**src/rtl/simon_pkg.sv**
```systemverilog
// Shared types and helpers for the Simon autoplayer: FSM state, 2-bit light code,
// one-hot conversions and default timing/depth constants.
package simon_pkg;

   typedef enum logic [1:0] {
      ST_IDLE    = 2'd0,
      ST_CAPTURE = 2'd1,
      ST_PRESS   = 2'd2,
      ST_GAP     = 2'd3
   } state_e;

   typedef logic [1:0] light_code_t;

   localparam int DEF_DEPTH = 64;
   localparam int DEF_HOLD  = 2;
   localparam int DEF_GAP   = 1;

   function automatic logic [3:0] code_to_onehot(input light_code_t code);
      return 4'b0001 << code;
   endfunction

   function automatic light_code_t onehot_to_code(input logic [3:0] lights);
      light_code_t code;
      code = 2'd0;
      case (lights)
         4'b0010: code = 2'd1;
         4'b0100: code = 2'd2;
         4'b1000: code = 2'd3;
         default: code = 2'd0;
      endcase
      return code;
   endfunction

   function automatic logic is_one_hot(input logic [3:0] lights);
      return (lights != 4'h0) && ((lights & (lights - 4'h1)) == 4'h0);
   endfunction

endpackage

```
**src/rtl/simon_seq_buf.sv**
```systemverilog
// Captured-sequence storage: DEPTH x 2-bit register array, one write port and
// one asynchronous read port. Contents are deliberately not reset.
module simon_seq_buf
   import simon_pkg::*;
#(
   parameter int DEPTH = DEF_DEPTH,
   parameter int AW    = $clog2(DEPTH)
)(
   input  logic              clk_i,
   input  logic              we_i,
   input  logic [AW-1:0]     waddr_i,
   input  light_code_t       wdata_i,
   input  logic [AW-1:0]     raddr_i,
   output light_code_t       rdata_o
);

   light_code_t mem_q [DEPTH];

   always_ff @(posedge clk_i) begin
      if (we_i) mem_q[waddr_i] <= wdata_i;
   end

   assign rdata_o = mem_q[raddr_i];

endmodule

```
**src/rtl/simon_autoplayer.sv**
```systemverilog
// Simon autoplayer: records the lights Simon shows, then replays them on the switches.
// Optional SIMON_AUTO_MISTAKE_EN adds miss_en_i/miss_idx_i to deliberately fumble one press.
//
// state    | meaning
// ST_IDLE  | waiting for simons_turn to rise with en set
// ST_CAPTURE | recording one code per 0 -> one-hot light transition
// ST_PRESS | driving one switch for HOLD cycles
// ST_GAP   | all switches off for GAP cycles before the next press or done
module simon_autoplayer
   import simon_pkg::*;
#(
   parameter int DEPTH = DEF_DEPTH,
   parameter int HOLD  = DEF_HOLD,
   parameter int GAP   = DEF_GAP
)(
   input  logic        clk_i,
   input  logic        rst_n_i,
   input  logic        en_i,
   input  logic        simons_turn_i,
   input  logic [3:0]  lights_i,
`ifdef SIMON_AUTO_MISTAKE_EN
   input  logic        miss_en_i,
   input  logic [7:0]  miss_idx_i,
`endif
   output logic [3:0]  sw_out_o,
   output logic        busy_o,
   output logic [7:0]  seq_len_o,
   output logic        overflow_o,
   output logic        done_o
);

   localparam int AW   = $clog2(DEPTH);
   localparam int TMAX = (HOLD > GAP) ? HOLD : GAP;
   localparam int TW   = (TMAX > 1) ? $clog2(TMAX) : 1;

   state_e       state_q;
   logic         turn_q, turn_vld_q;
   logic [3:0]   lights_q;
   logic [8:0]   cnt_q, rd_q;
   logic [TW-1:0] timer_q;
   logic [3:0]   sw_out_q;
   logic         busy_q, ovf_q, done_q;

   logic         turn_rise, new_light, we;
   logic [8:0]   rd_nxt;
   logic [AW-1:0] raddr;
   light_code_t  rcode, play_code;

   always_comb begin
      turn_rise = turn_vld_q && !turn_q && simons_turn_i;
      new_light = (lights_q == 4'h0) && is_one_hot(lights_i);
      we        = en_i && (state_q == ST_CAPTURE) && simons_turn_i && new_light &&
                  (cnt_q != 9'(DEPTH));
      rd_nxt    = rd_q + 9'd1;
      // From CAPTURE the first press is entry 0; from GAP it is the next entry.
      raddr     = (state_q == ST_GAP) ? rd_nxt[AW-1:0] : '0;
      play_code = rcode;
`ifdef SIMON_AUTO_MISTAKE_EN
      if (miss_en_i && ({1'b0, miss_idx_i} == ((state_q == ST_GAP) ? rd_nxt : 9'd0)))
         play_code = rcode + 2'd1;
`endif
   end

   simon_seq_buf #(.DEPTH(DEPTH), .AW(AW)) u_buf (
      .clk_i   (clk_i),
      .we_i    (we),
      .waddr_i (cnt_q[AW-1:0]),
      .wdata_i (onehot_to_code(lights_i)),
      .raddr_i (raddr),
      .rdata_o (rcode)
   );

   always_ff @(posedge clk_i or negedge rst_n_i) begin
      if (!rst_n_i) begin
         state_q    <= ST_IDLE;
         turn_q     <= 1'b0;
         turn_vld_q <= 1'b0;
         lights_q   <= 4'h0;
         cnt_q      <= '0;
         rd_q       <= '0;
         timer_q    <= '0;
         sw_out_q   <= 4'h0;
         busy_q     <= 1'b0;
         ovf_q      <= 1'b0;
         done_q     <= 1'b0;
      end else begin
         turn_q     <= simons_turn_i;
         turn_vld_q <= 1'b1;
         lights_q   <= lights_i;
         done_q     <= 1'b0;
         if (!en_i) begin
            state_q  <= ST_IDLE;
            sw_out_q <= 4'h0;
            busy_q   <= 1'b0;
         end else if (turn_rise) begin
            // A new Simon turn restarts capture from any state, aborting playback.
            state_q  <= ST_CAPTURE;
            busy_q   <= 1'b1;
            sw_out_q <= 4'h0;
            cnt_q    <= '0;
            rd_q     <= '0;
            ovf_q    <= 1'b0;
         end else begin
            case (state_q)
               ST_CAPTURE: begin
                  if (!simons_turn_i) begin
                     if (cnt_q == '0) begin
                        state_q <= ST_IDLE;
                        busy_q  <= 1'b0;
                     end else begin
                        state_q  <= ST_PRESS;
                        rd_q     <= '0;
                        sw_out_q <= code_to_onehot(play_code);
                        timer_q  <= TW'(HOLD - 1);
                     end
                  end else if (new_light) begin
                     if (cnt_q == 9'(DEPTH)) ovf_q <= 1'b1;
                     else                    cnt_q <= cnt_q + 9'd1;
                  end
               end
               ST_PRESS: begin
                  if (timer_q == '0) begin
                     state_q  <= ST_GAP;
                     sw_out_q <= 4'h0;
                     timer_q  <= TW'(GAP - 1);
                  end else begin
                     timer_q <= timer_q - TW'(1);
                  end
               end
               ST_GAP: begin
                  if (timer_q == '0) begin
                     if (rd_nxt < cnt_q) begin
                        state_q  <= ST_PRESS;
                        rd_q     <= rd_nxt;
                        sw_out_q <= code_to_onehot(play_code);
                        timer_q  <= TW'(HOLD - 1);
                     end else begin
                        state_q <= ST_IDLE;
                        busy_q  <= 1'b0;
                        done_q  <= 1'b1;
                     end
                  end else begin
                     timer_q <= timer_q - TW'(1);
                  end
               end
               default: ;
            endcase
         end
      end
   end

   assign sw_out_o   = sw_out_q;
   assign busy_o     = busy_q;
   assign seq_len_o  = cnt_q[8] ? 8'hFF : cnt_q[7:0];
   assign overflow_o = ovf_q;
   assign done_o     = done_q;

endmodule

```
**config.mk**
```make
export PLATFORM = sky130hd
export DESIGN_NAME = simon_autoplayer
export DESIGN_NICKNAME = d
export VERILOG_FILES = /design/src/rtl/simon_pkg.sv /design/src/rtl/simon_seq_buf.sv /design/src/rtl/simon_autoplayer.sv
export SDC_FILE = /design/constraint.sdc
export NUM_CORES = 1
export LEC_CHECK = 0
export ABC_AREA = 1
export BUFFER_PORTS_ARGS = -buffer_cell sky130_fd_sc_hd__buf_2
export CORE_MARGIN = 2
export CORE_UTILIZATION = 33
export DETAILED_ROUTE_END_ITERATION = 8
export PLACE_DENSITY = 0.59
export SLEW_MARGIN = 20
export SYNTH_ARGS = -nofsm -noshare
export SYNTH_HDL_FRONTEND = slang
export SYNTH_HIERARCHICAL = 1
export SYNTH_SLANG_ARGS = --single-unit
```
**constraint.sdc**
```tcl
create_clock -name clk_i -period 4 [get_ports clk_i]
set_input_delay 0.4 -clock clk_i [delete_from_list [all_inputs] [get_ports clk_i]]
set_output_delay 0.4 -clock clk_i [all_outputs]
set_load 0.005 [all_outputs]
```
After elaboration in Yosys (flattened, before gate mapping) --
Memories as Yosys holds them, arrays and structs flattened. Index checks and enable logic that the tools add are counted.
Cells by class: add/sub/neg operators 4, magnitude comparators 1, equality and inequality tests 24, shift-type cells 1, muxes and demuxes 55, bitwise operators 2, reduce and logical (&&, ||, !) cells 26
Operators by type and width (count):
- two-way mux 9 bit | 10
- two-way mux 4 bit | 7
- two-way mux 1 bit | 23
- inequality test 4 bit (second input constant) | 5
- AND reduction 5 bit | 4
- adder 9 x 1 -> 9 bit (second input constant) | 2
- one-hot mux 9 bit (2 select lines) | 1
- two-way mux 2 bit | 7
- one-hot mux 2 bit (3 select lines) | 2
- one-hot mux 4 bit (3 select lines) | 1
- AND reduction 6 bit | 2
- == test 9 x 7 -> 1 bit (second input constant) | 1
- zero test 9 bit | 1
- less-than comparator 9 bit | 1
- inequality test 3 bit (second input constant) | 3
- inequality test 9 x 7 -> 1 bit (second input constant) | 1
- logical AND 1 bit | 8
- zero test 4 bit | 2
- two-way mux 8 bit | 1
- inequality test 4 x 3 -> 1 bit (second input constant) | 2
- nonzero test 2 bit | 4
- two-way mux 6 bit | 1
- inequality test 2 bit (second input constant) | 3
- nonzero test 3 bit | 2
- other kinds (18) | 19
Word-level totals: bits in registers 34, memory bits (writable) 128, input bits 8, output and inout port bits 15, logic and storage cells 125, memories 1
Memories:
- u_buf.mem_q | depth 64, bits a word 2, read ports 1, clocked after memory_dff 0, write ports 1, line simon_seq_buf.sv:17 | light_code_t mem_q [DEPTH];

Longest topological paths before layout --
Gate-level depths: netlist of run 1.
depth after elaboration 9, mapped depth 17, mapped depth without buffers 17

Modules after synthesis --
The synthesis of run 1 kept the hierarchy.
Modules (own cells, without submodules):
- simon_seq_buf | instances 1, cells each 518, area each 5574.1 µm², sequential area each 3843.7 µm²
- simon_autoplayer | instances 1, cells each 336, area each 2411.1 µm², sequential area each 850.8 µm²

Worst setup path before layout of run 1 --
Ideal clock, no wire load.
kind input to register, start point in lights_i[3], end point mem u_buf/mem_q[0][0] (netlist bit), data pin, library setup time 682 ps, data arrival time 2948 ps, required time 3318 ps, path slack 369 ps, stages on the path 2, buffers on the path 0, cell sequence xnor2_1 > nor3_1
On the way: longest elaborated chain between the ends 2, elaborated cells on any way between the ends 4, those cells by class 3 x eq/ne; 1 x mux
RTL lines:
- from (decl) | line simon_autoplayer.sv:20 | input logic [3:0] lights_i,
- == test 4 bit (tied with other cells) | line simon_pkg.sv:25 | case (lights)
- one-hot mux 2 bit (3 select lines) * | line simon_pkg.sv:25
- to (decl) | line simon_seq_buf.sv:17
Every way passes the cells marked *; elsewhere a longest branch is shown, timed or not.

Worst setup path in the final report of run 1 --
start point reg state_q[1], end point reg sw_out_q[1], in the netlist sw_out_o[1]
On the way: longest elaborated chain between the ends 9, elaborated cells on any way between the ends 20, those cells by class 9 x eq/ne; 1 x shift; 8 x mux; 1 x reduce/logical; 1 x memory
RTL lines:
- from (decl) | line simon_autoplayer.sv:36 | state_e state_q;
- from (signal assigned) | line simon_autoplayer.sv:75 | state_q <= ST_IDLE;
- from (signal assigned) | line simon_autoplayer.sv:92 | state_q <= ST_IDLE;
- from (signal assigned) | line simon_autoplayer.sv:97 | state_q <= ST_CAPTURE;
- == test 2 bit * | line simon_autoplayer.sv:56 | raddr = (state_q == ST_GAP) ? rd_nxt[AW-1:0] : '0;
- two-way mux 6 bit * | line simon_autoplayer.sv:56
- net raddr[0] | line simon_autoplayer.sv:46 | logic [AW-1:0] raddr;
- memory (64 x 2 bit) *
- net play_code[0] | line simon_autoplayer.sv:47 | light_code_t rcode, play_code;
- << shifter 1 x 2 -> 4 bit * | line simon_pkg.sv:19 | return 4'b0001 << code;
- two-way mux 4 bit, on equally long branches | line simon_autoplayer.sv:132, simon_autoplayer.sv:107
- two-way mux 4 bit, on equally long branches | line simon_autoplayer.sv:131, simon_autoplayer.sv:106
- one-hot mux 4 bit (3 select lines) * | line simon_autoplayer.sv:104 | case (state_q)
- two-way mux 4 bit * | line simon_autoplayer.sv:95 | end else if (turn_rise) begin
- two-way mux 4 bit * | line simon_autoplayer.sv:91 | if (!en_i) begin
- to (signal assigned) | line simon_autoplayer.sv:113 | sw_out_q <= code_to_onehot(play_code);
- to (signal assigned) | line simon_autoplayer.sv:135 | sw_out_q <= code_to_onehot(play_code);
- to (decl) | line simon_autoplayer.sv:41 | logic [3:0] sw_out_q;
Mark *: on every way through the listed nets, which the timed path passes. The rest lies on a longest branch. The select of a mux whose other input is x is not followed. A chain may end at the register's enable or synchronous reset.

==> summary.txt, run 1 <==
Clock network
  • # H-tree levels: 4
  • Hold_buf cts: 0
  • CTS Buf Count: 17
  • Clock root buffer: clkbuf_16
  • Max clock buf depth: 2
  • Buffers inserted by post-CTS timing repair: 0
  • Worst-path clk slew: 0.06 ns
  • Post-CTS Resized: 0
  • Clk sinks: 162
  • Later-pin clock latency in the skew report: 0.43 ns
  • TritonCTS clock tree: yes

Global route
  • Initial antenna violation count: 0
  • First-pass GRT wire length: 30.4 mm
  • All-Layer GR Usage: 0.151
  • Total global routing overflow: 0
  • Largest net degree at the start of global routing: 66
  • Vias in the first global route: 5745

Logic synthesis
  • Avg Cell Area, Syn: 9.35 um^2
  • Synth Area in Simple Gates: 0.312
  • Top FF cell, synth: edfxtp_1
  • Yosys reg bits: 162
  • Adder-cell share of the synthesized area: 0.0172
  • XOR/XNOR Fraction of Synth Area: 0.00768
  • Yosys warns: 6
  • Post-synthesis mux area share: 0
  • Library cells used by synthesis: 39
  • Synth Area in Compound Gates: 0.0186
  • Synth Net Count: 873
  • Syn Inst Count: 854
  • Ys async rst share: 0.210
  • EDFF count, synth: 128
  • Sequential area share after synthesis: 0.588
  • Main combinational cell family by area after synthesis: simple AND/OR/NAND/NOR gates
  • Post-Synthesis Cell Area: 0.00799 mm^2

Floorplanning
  • Initial Util: 0.338
  • Die W: 160 um
  • Chip Height: 160 um
  • Cell row count: 56
  • CORE AREA: 0.0236 mm^2
  • Die area: 0.0255 mm^2
  • # IOs: 23

Finish
  • Layout cells sized above 1: 0.117
  • Diode count: 0
  • Nets: 895
  • Area Growth Syn to Fin: 12.7%

STA
  • Slew @ Worst Pin: 0.814 ns
  • Fmax: 343 MHz
  • Final Skew: 0.00699 ns
  • RSZ-0062 raised after global routing: no
  • Slew margin rel.: 0.457
  • Final setup fails: 0
  • Max-slew violation count: 0
  • Tmin final: 2.92 ns
  • Final hold vios: 0
  • Final period util: 0.729
  • Setup TNS: 0 ns

Min path
  • Worst Hold Class: in -> async

Drt
  • TritonRoute pass-1 iters: 5
  • Initial drt markers: 530
  • Routed Antenna Nets: 0
  • Via density: 4.85
  • Final wirelength: 18.5 mm
  • Vias post-DR: 5851
  • Residual DRC: 0
  • Wire length per cell: 15.3 um

Worst setup path
  • Most used cell, CP: nand2_1
  • CP arrival: 3.28 ns
  • Worst R2R Setup Slack: 1.08 ns
  • Max FO, Critical Path: 65
  • Worst r2r dst: sw_out_o[1]
  • Startpoint type of the worst setup path: register
  • Worst-case reg-to-reg path depth: 15
  • CP delay by family, top: simple AND/OR/NAND/NOR gates
  • CP Cell Sequence: nand2_1 -> nor2_4 -> buf_4 -> nand2_1 -> nand3_1 -> nand3_1 -> nand2_1 -> nand2_1 -> nand3_1 -> nand3_1 -> nand2_1 -> inv_1 -> nor4_1 -> nand3_1 -> nand2_1
  • Critical Path Max Stage Delay: 0.58 ns
  • Crit. End Element: register
  • Crit path buf inv count: 2
  • R2r startpoint: state_q[1]
  • Crit path launch: state_q[1]
  • Crit path kind: reg -> reg
  • Slowest cell on crit path: buf_4
  • Req. time, crit path: 4.37 ns

Power and ir drop
  • Gate power share: 0.117
  • Switching Share: 0.257
  • Power Density: 446 mW/mm^2
  • Clock power share: 0.410
  • Worst VDD drop: 292 uV
  • Total power: 4.01 mW
  • LEAKAGE: 3.53 nW
  • P_int: 2.98 mW
  • Sw power: 1.03 mW
  • Sequential fraction of design power: 0.473

Place
  • Port bufs: 22
  • Gpl congestion: 0.870
  • Post-DP HPWL: 11.7 mm

Run
  • Max capacitance violation total: 0

Run status
  • Run status: finished, final reports clean
synthesized netlist by cell type (all sizes together) (2+ instances only):
cell / count / area, um^2
ha: 11 / 138
xnor2: 2 / 17.5
nor4: 11 / 68.8
nand3b: 3 / 35.0
clkbuf: 7 / 27.5
nor2: 90 / 364
o21ai: 14 / 104
inv: 53 / 199
or2: 2 / 12.5
nand2: 278 / 1080
edfxtp: 128 / 3840
dfrtp: 34 / 851
nor3: 12 / 70.1
nand3: 152 / 771
clkinv: 3 / 17.5
xor2: 5 / 43.8
nand4: 14 / 87.6
a21oi: 5 / 28.8
buf: 27 / 208
worst max-delay path by stage:
stage                             end  slack, ns  depth (start not counted)
floorplan           u_buf/mem_q[0][0]       0.37                          2
global placement          sw_out_o[1]       1.13                         15
detailed placement        sw_out_o[1]       1.06                         15
CTS                       sw_out_o[1]       1.03                         15
global route              sw_out_o[1]       0.66                         15
finish                    sw_out_o[1]       1.08                         15
logic make-up (layout without fill, tap and decap cells):
kind of cell    after synthesis  count (layout)
compound gates               21              21
xor+xnor                      7               7
fa+ha+maj                    11              11
buf+inv                      90             124
flops                       162             162
other cells                   1               1
simple gates                562             562
metrics by stage:
step                      area [um^2]  hold slack, ns  cells   util  worst slack [ns]
final                            9000          0.0653   1207  0.381              1.08
after CTS                        9000          0.0951   1207  0.381              1.03
after global routing             9000           0.122   1207  0.381             0.661
after global placement           8410           0.452   1176  0.356              1.13
after floorplan                  7990           0.104    854      -             0.369
after detailed placement         8410           0.455   1176  0.356              1.06
registers in the layout, summed over array words and instances (netlist names):
name	cells
state_q	2
turn_q	1
busy_o	1
rd_q	9
timer_q	1
lights_q	4
cnt_q	9
turn_vld_q	1
overflow_o	1
u_buf/mem_q	128
done_o	1
sw_out_o	4
cell usage in the layout (no fill, tap or decap), drive strengths merged:
cell type  netlist  routed
a21o             1       1
a21oi            5       5
a31o             1       1
buf             27      37
bufinv           0       3
clkbuf           7      19
clkinv           3       8
clkinvlp         0       1
conb             1       1
dfrtp           34      34
edfxtp         128     128
ha              11      11
inv             53      56
nand2          278     278
nand3          152     152
nand3b           3       3
nand4           14      14
nor2            90      90
nor3            12      12
nor4            11      11
o21ai           14      14
or2              2       2
xnor2            2       2
xor2             5       5
power groups by stage:
stage               registers [mW]  logic (mW)  clock network, mW
floorplan                     1.92       0.368                  0
global placement              1.93       0.470                  0
detailed placement            1.93       0.470                  0
CTS                           1.90       0.473               1.67
global route                  1.90       0.540               1.74
finish                        1.90       0.470               1.64
final cells by class:
| cell class | count | area [um^2] |
|---|---|---|
| Multi-Input combinational cell | 602 | 2870 |
| Clock buffer | 19 | 433 |
| Clock inverter | 12 | 158 |
| Inverter | 56 | 216 |
| Sequential cell | 162 | 4690 |
| Fill cell | 2380 | 14600 |
| Tap cell | 319 | 399 |
| Timing Repair Buffer | 37 | 235 |
routing by layer:
| layer | track usage | routed length [um] | vias up |
|---|---|---|---|
| li1 | - | - | 2924 |
| met1 | 0.198 | 8720 | 2805 |
| met2 | 0.253 | 8850 | 106 |
| met3 | 0.0297 | 697 | 16 |
| met4 | 0.0450 | 211 | 0 |
| met5 | 0 | 0 | - |
No activity file was read; power rests on OpenSTA's default activity.
==> run 2: changes to the inputs <==
PLACE_DENSITY = 0.6   (was 0.59)
clock period = 2.5 ns   (was 4 ns; I/O delays follow)
==> run 2 against run 1 <==
  * Global-route usage rose by 0.41 points
  * First-iteration DRC count fell by 0.75%
  * Sequential share of layout area fell by 4.2 points
  * Via count rose by 6.5%
  * Final area rose by 8.9%
==> summary.txt, run 2 (synthesized netlist as in run 1, its figures left out) <==
Run
  • Max capacitance violation total: 0

STA
  • Worst setup margin: 0.111 ns
  • RSZ-0062 raised after global routing: yes
  • Tmin final: 2.39 ns
  • Max-slew violation count: 0
  • Slew @ Worst Pin: 0.788 ns
  • Final setup fails: 0
  • Slew margin rel.: 0.475
  • Final hold vios: 0
  • Fmax: 419 MHz
  • Final period util: 0.955
  • Final Skew: 0.00746 ns

Clock network
  • Clk sinks: 162
  • Max clock buf depth: 2
  • Worst-path clk slew: 0.06 ns
  • Clock root buffer: clkbuf_16
  • # H-tree levels: 4
  • Later-pin clock latency in the skew report: 0.43 ns
  • TritonCTS clock tree: yes
  • CTS Buf Count: 17

Floorplanning
  • Cell row count: 56
  • # IOs: 23
  • Die area: 0.0255 mm^2
  • Initial Util: 0.338
  • Chip Height: 160 um
  • Die W: 160 um
  • CORE AREA: 0.0236 mm^2

Finish
  • Reg with most FFs: u_buf/mem_q
  • Most common cell after layout, fill and taps aside: nand2_1
  • Filler cell count: 2296
  • Most frequent cells in the layout: 259 x nand2_1, 133 x nand3_1, 128 x edfxtp_1, 78 x nor2_1, 45 x inv_1
  • Max reg flops: 128
  • Nets: 940
  • Area Growth Syn to Fin: 22.7%
  • Diode count: 0
  • Post-layout util: 0.415
  • Layout cells sized above 1: 0.215
  • Design area: 0.00980 mm^2
  • Biggest regs: u_buf/mem_q (128), cnt_q (9), rd_q (9)

Place
  • Port bufs: 22
  • Pre-CTS setup slack: -0.101 ns
  • Post-DP HPWL: 12.4 mm
  • Area after DPL: 0.00872 mm^2
  • Gpl congestion: 0.870

Run status
  • Run status: finished, final reports clean

Global route
  • Total global routing overflow: 0
  • Vias in the first global route: 5930
  • All-Layer GR Usage: 0.155
  • Largest net degree at the start of global routing: 65
  • First-pass GRT wire length: 30.9 mm
  • Initial antenna violation count: 0

Drt
  • Wire length per cell: 15.7 um
  • Residual DRC: 0
  • TritonRoute pass-1 iters: 5
  • Vias post-DR: 6233
  • Via density: 4.97
  • Initial drt markers: 526
  • Routed Antenna Nets: 0
  • Final wirelength: 19.7 mm

Worst setup path
  • Crit. End Element: register
  • Startpoint type of the worst setup path: register
  • Crit path kind: reg -> reg
  • CP arrival: 2.76 ns
  • Worst-case reg-to-reg path depth: 17
  • Max FO, Critical Path: 8
  • Req. time, crit path: 2.87 ns

Min path
  • Worst Hold Class: in -> reg
  • Hold-critical path depth: 2

Power and ir drop
  • Worst VDD drop: 496 uV
  • LEAKAGE: 3.84 nW
  • Power Density: 660 mW/mm^2
  • Total power: 6.47 mW
[run 2: cell type report]
class                           count  area [um^2]  share of cell area
Multi-Input combinational cell    604         3210               0.328
Sequential cell                   162         4700               0.479
Clock inverter                     13          126              0.0129
Clock buffer                       19          433              0.0442
Tap cell                          319          399              0.0407
Inverter                           56          219              0.0223
Timing Repair Buffer               80          714              0.0729
[run 2: worst paths after layout]
check,start,to,slack [ns]
worst max register to register,rd_q[1],sw_out_o[0],0.11
min in group asynchronous,rst_n_i,rd_q[5],0.44
max in group asynchronous,rst_n_i,rd_q[4],1.52
worst min-delay path,en_i,state_q[0],0.18
worst max-delay path,rd_q[1],sw_out_o[0],0.11
worst min register to register,sw_out_o[2],sw_out_o[2],0.47
[run 2: where the power goes]
group | switching [mW] | internal, mW | total (mW)
clock | 1.09 | 1.38 | 2.47
combinational | 0.659 | 0.339 | 0.997
sequential | 0.0413 | 2.96 | 3.00
total | 1.79 | 4.69 | 6.47
[run 2: per-stage QoR]
step | cells | hold slack (ns) | TNS [ns]
floorplan | 854 | -0.0456 | 0
global placement | 1204 | 0.380 | -0.230
detailed placement | 1204 | 0.378 | -0.955
CTS | 1244 | 0.167 | -0.0185
global route | 1253 | 0.210 | -0.287
finish | 1253 | 0.185 | 0
[run 2: repair_timing]
| action | in CTS | in global routing |
|---|---|---|
| hold buffers | 6 | 0 |
| setup endpoints to repair | 13 | 41 |
| pin swaps | 2 | 20 |
| gates resized for setup | 10 | 69 |
| hold endpoints to repair | 39 | 0 |
| setup buffers | 1 | 6 |
| cloned | 1 | 3 |
[run 2: worst max-delay path, stage by stage, from the launching register on]
cell	delay (ns)
dfrtp_1	0.41
ha_4	0.18
nand2_4	0.07
buf_4	0.11
inv_2	0.05
nor3_4	0.17
inv_2	0.11
buf_12	0.16
nand3_1	0.09
nand2_1	0.08
nand2_1	0.09
nand3_2	0.09
nand3_2	0.07
nand2_2	0.09
buf_6	0.13
nor4_4	0.25
nand3_1	0.10
nand2_1	0.07
[run 2: per-layer routing]
layer | GRT usage | share of wire | vias to the layer above
met4 | 0.0727 | 0.026 | 0
met1 | 0.207 | 0.45 | 3007
met5 | 0 | 0 | -
li1 | - | - | 3021
met3 | 0.0227 | 0.051 | 29
met2 | 0.249 | 0.48 | 176
==> run 3: changes to the inputs <==
CORE_UTILIZATION = 50   (was 33)
PLACE_DENSITY = 0.8   (was 0.6)
==> run 3 against run 2 <==
  * Global-route usage grew 7.1 points
  * First-iteration DRC count is 33% higher
  * Clock skew hardly changed
  * Cell count down 8.9%
  * Via count increased by 0.74%
  * Sequential share of layout area up 2.1 points
  * Register-to-register slack worse by 0.05 ns
  * Critical endpoint is now u_buf/mem_q[55][0]
  * Highest routed layer unchanged
==> summary.txt, run 3 (synthesized netlist as in run 1, its figures left out) <==
Power and ir drop
  • Worst VDD drop: 492 uV
  • LEAKAGE: 3.76 nW
  • Power Density: 702 mW/mm^2

Worst setup path
  • Startpoint type of the worst setup path: register
  • Worst r2r dst: u_buf/mem_q[55][0]
  • Max FO, Critical Path: 8
  • Crit path kind: reg -> reg
  • CP delay by family, top: simple AND/OR/NAND/NOR gates
  • Worst-case reg-to-reg path depth: 8
  • Slowest cell on crit path: nor4_1
  • Worst R2R Setup Slack: 0.06 ns
  • R2r startpoint: state_q[1]
  • Critical Path Max Stage Delay: 0.51 ns
  • CP Cell Sequence: buf_4 -> inv_1 -> nand2_1 -> nor2_1 -> nand2_1 -> nor2_1 -> nand4_1 -> nor4_1
  • Crit path buf inv count: 2
  • CP arrival: 2.51 ns
  • Crit path depth: 8
  • Crit. End Element: register
  • Req. time, crit path: 2.57 ns

Min path
  • Worst Hold Class: in -> reg
  • Hold Crit Endpoint: turn_q
  • Hold_sp: simons_turn_i
  • Hold-critical path depth: 1

Floorplanning
  • # IOs: 23
  • Die area: 0.0170 mm^2
  • Cell row count: 46
  • Initial Util: 0.506
  • Die W: 130 um
  • Chip Height: 130 um
  • CORE AREA: 0.0158 mm^2

Place
  • Post-DP HPWL: 11.7 mm
  • Area after DPL: 0.00851 mm^2
  • # placed instances: 1097
  • Gpl congestion: 0.907
  • Port bufs: 22

Finish
  • Most frequent cells in the layout: 264 x nand2_1, 146 x nand3_1, 128 x edfxtp_1, 78 x nor2_1, 47 x inv_1
  • Nets: 931
  • Reg with most FFs: u_buf/mem_q
  • Filler cell count: 1261
  • Diode count: 0
  • Final Non-Filler Cells: 1141
  • Layout cells sized above 1: 0.176
  • Biggest regs: u_buf/mem_q (128), cnt_q (9), rd_q (9)
  • Multi-input gate area: 0.00302 mm^2
  • Most common cell after layout, fill and taps aside: nand2_1
  • Sequential cell area: 0.00470 mm^2
  • Max reg flops: 128
  • Design area: 0.00938 mm^2
  • Area Growth Syn to Fin: 17.5%

STA
  • Setup TNS: 0 ns
  • Tmin final: 2.44 ns
  • Final Skew: 0.00743 ns
  • Slew margin rel.: 0.495
  • RSZ-0062 raised after global routing: yes
  • Final period util: 0.976
  • Hold_ws: 0.0201 ns
  • Max-slew violation count: 0
  • Fmax: 410 MHz
  • Final setup fails: 0
  • Final hold vios: 0
  • Slew @ Worst Pin: 0.758 ns

Drt
  • Residual DRC: 0
  • Initial drt markers: 702
  • Vias post-DR: 6279
  • Wire length per cell: 16.3 um
  • Final wirelength: 18.6 mm
  • Routed Antenna Nets: 0
  • TritonRoute pass-1 iters: 5
  • Via density: 5.50

Global route
  • Largest net degree at the start of global routing: 65
  • Met1 Use GR: 0.297
  • All-Layer GR Usage: 0.226
  • Vias in the first global route: 5862
  • Total global routing overflow: 0
  • Met3 Use GR: 0.0428
  • Most Crowded Layer GR: met2
  • First-pass GRT wire length: 28.9 mm
  • Initial antenna violation count: 0
  • M2 GR Usage: 0.362

Clock network
  • TritonCTS clock tree: yes
  • Clk sinks: 162
  • CTS Buf Count: 17
  • Worst-path clk slew: 0.06 ns
  • # H-tree levels: 4
  • Max clock buf depth: 2
  • Clock root buffer: clkbuf_16
  • Later-pin clock latency in the skew report: 0.43 ns

Run status
  • Run status: finished, final reports clean

Run
  • Max capacitance violation total: 0
run 3: cell types whose count changed in the layout (fill, tap and decap cells not counted), sizes merged:
cell         previous run  this run
clkinvlp                3         1
nand2                 279       278
buf                    73        66
dlygate4sd3             6         5
inv                    57        58
clkbuf                 20        19
bufinv                  1         3
run 3: worst max-delay path by stage:
stage,from,endpoint
global placement,rd_q[1],sw_out_o[1]
finish,state_q[1],u_buf/mem_q[55][0]
CTS,rd_q[1],sw_out_o[0]
detailed placement,rd_q[1],rd_q[7]
floorplan,lights_i[1],u_buf/mem_q[0][1]
global route,lights_i[0],u_buf/mem_q[54][0]
run 3: stage by stage:
step | worst slack, ns | utilization | power [mW]
2_1_floorplan | 0.0285 | - | 3.65
3_3_place_gp | 0.0310 | 0.539 | 3.88
3_5_place_dp | -0.102 | 0.539 | 3.90
4_1_cts | 0.00449 | 0.583 | 6.56
5_1_grt | -0.102 | 0.595 | 6.86
6_report | 0.0602 | 0.595 | 6.59
run 3: metal layers:
layer / up-vias / wire length (um) / share of wire
met3: 59 / 1360 / 0.073
met2: 239 / 9070 / 0.49
met1: 2976 / 7490 / 0.40
met5: - / 0 / 0
met4: 0 / 678 / 0.036
li1: 3005 / - / -
run 3: power breakdown:
group          internal, mW  leakage (nW)  switching, mW
clock network          1.59         0.297           1.09
logic                 0.302          2.02          0.604
registers              2.96          1.44         0.0473
total                  4.85          3.76           1.74
run 3: area by class of cell:
cell class,instances,share of cell area
repair buffers,72,0.0608
clock buffers,18,0.0457
flip-flops and latches,162,0.501
multi-input cells,603,0.322
well taps,216,0.0288
inverters,56,0.0231
clock inverters,14,0.0188
run 3: repair_timing:
action / 4_1_cts / 5_1_grt
endpoints found under the setup margin: 13 / 29
pin swaps: 0 / 6
resized for setup: 6 / 29
hold buffers: 5 / 0
buffers inserted: 0 / 3
endpoints found under the hold margin: 38 / 0
cloned: 0 / 4
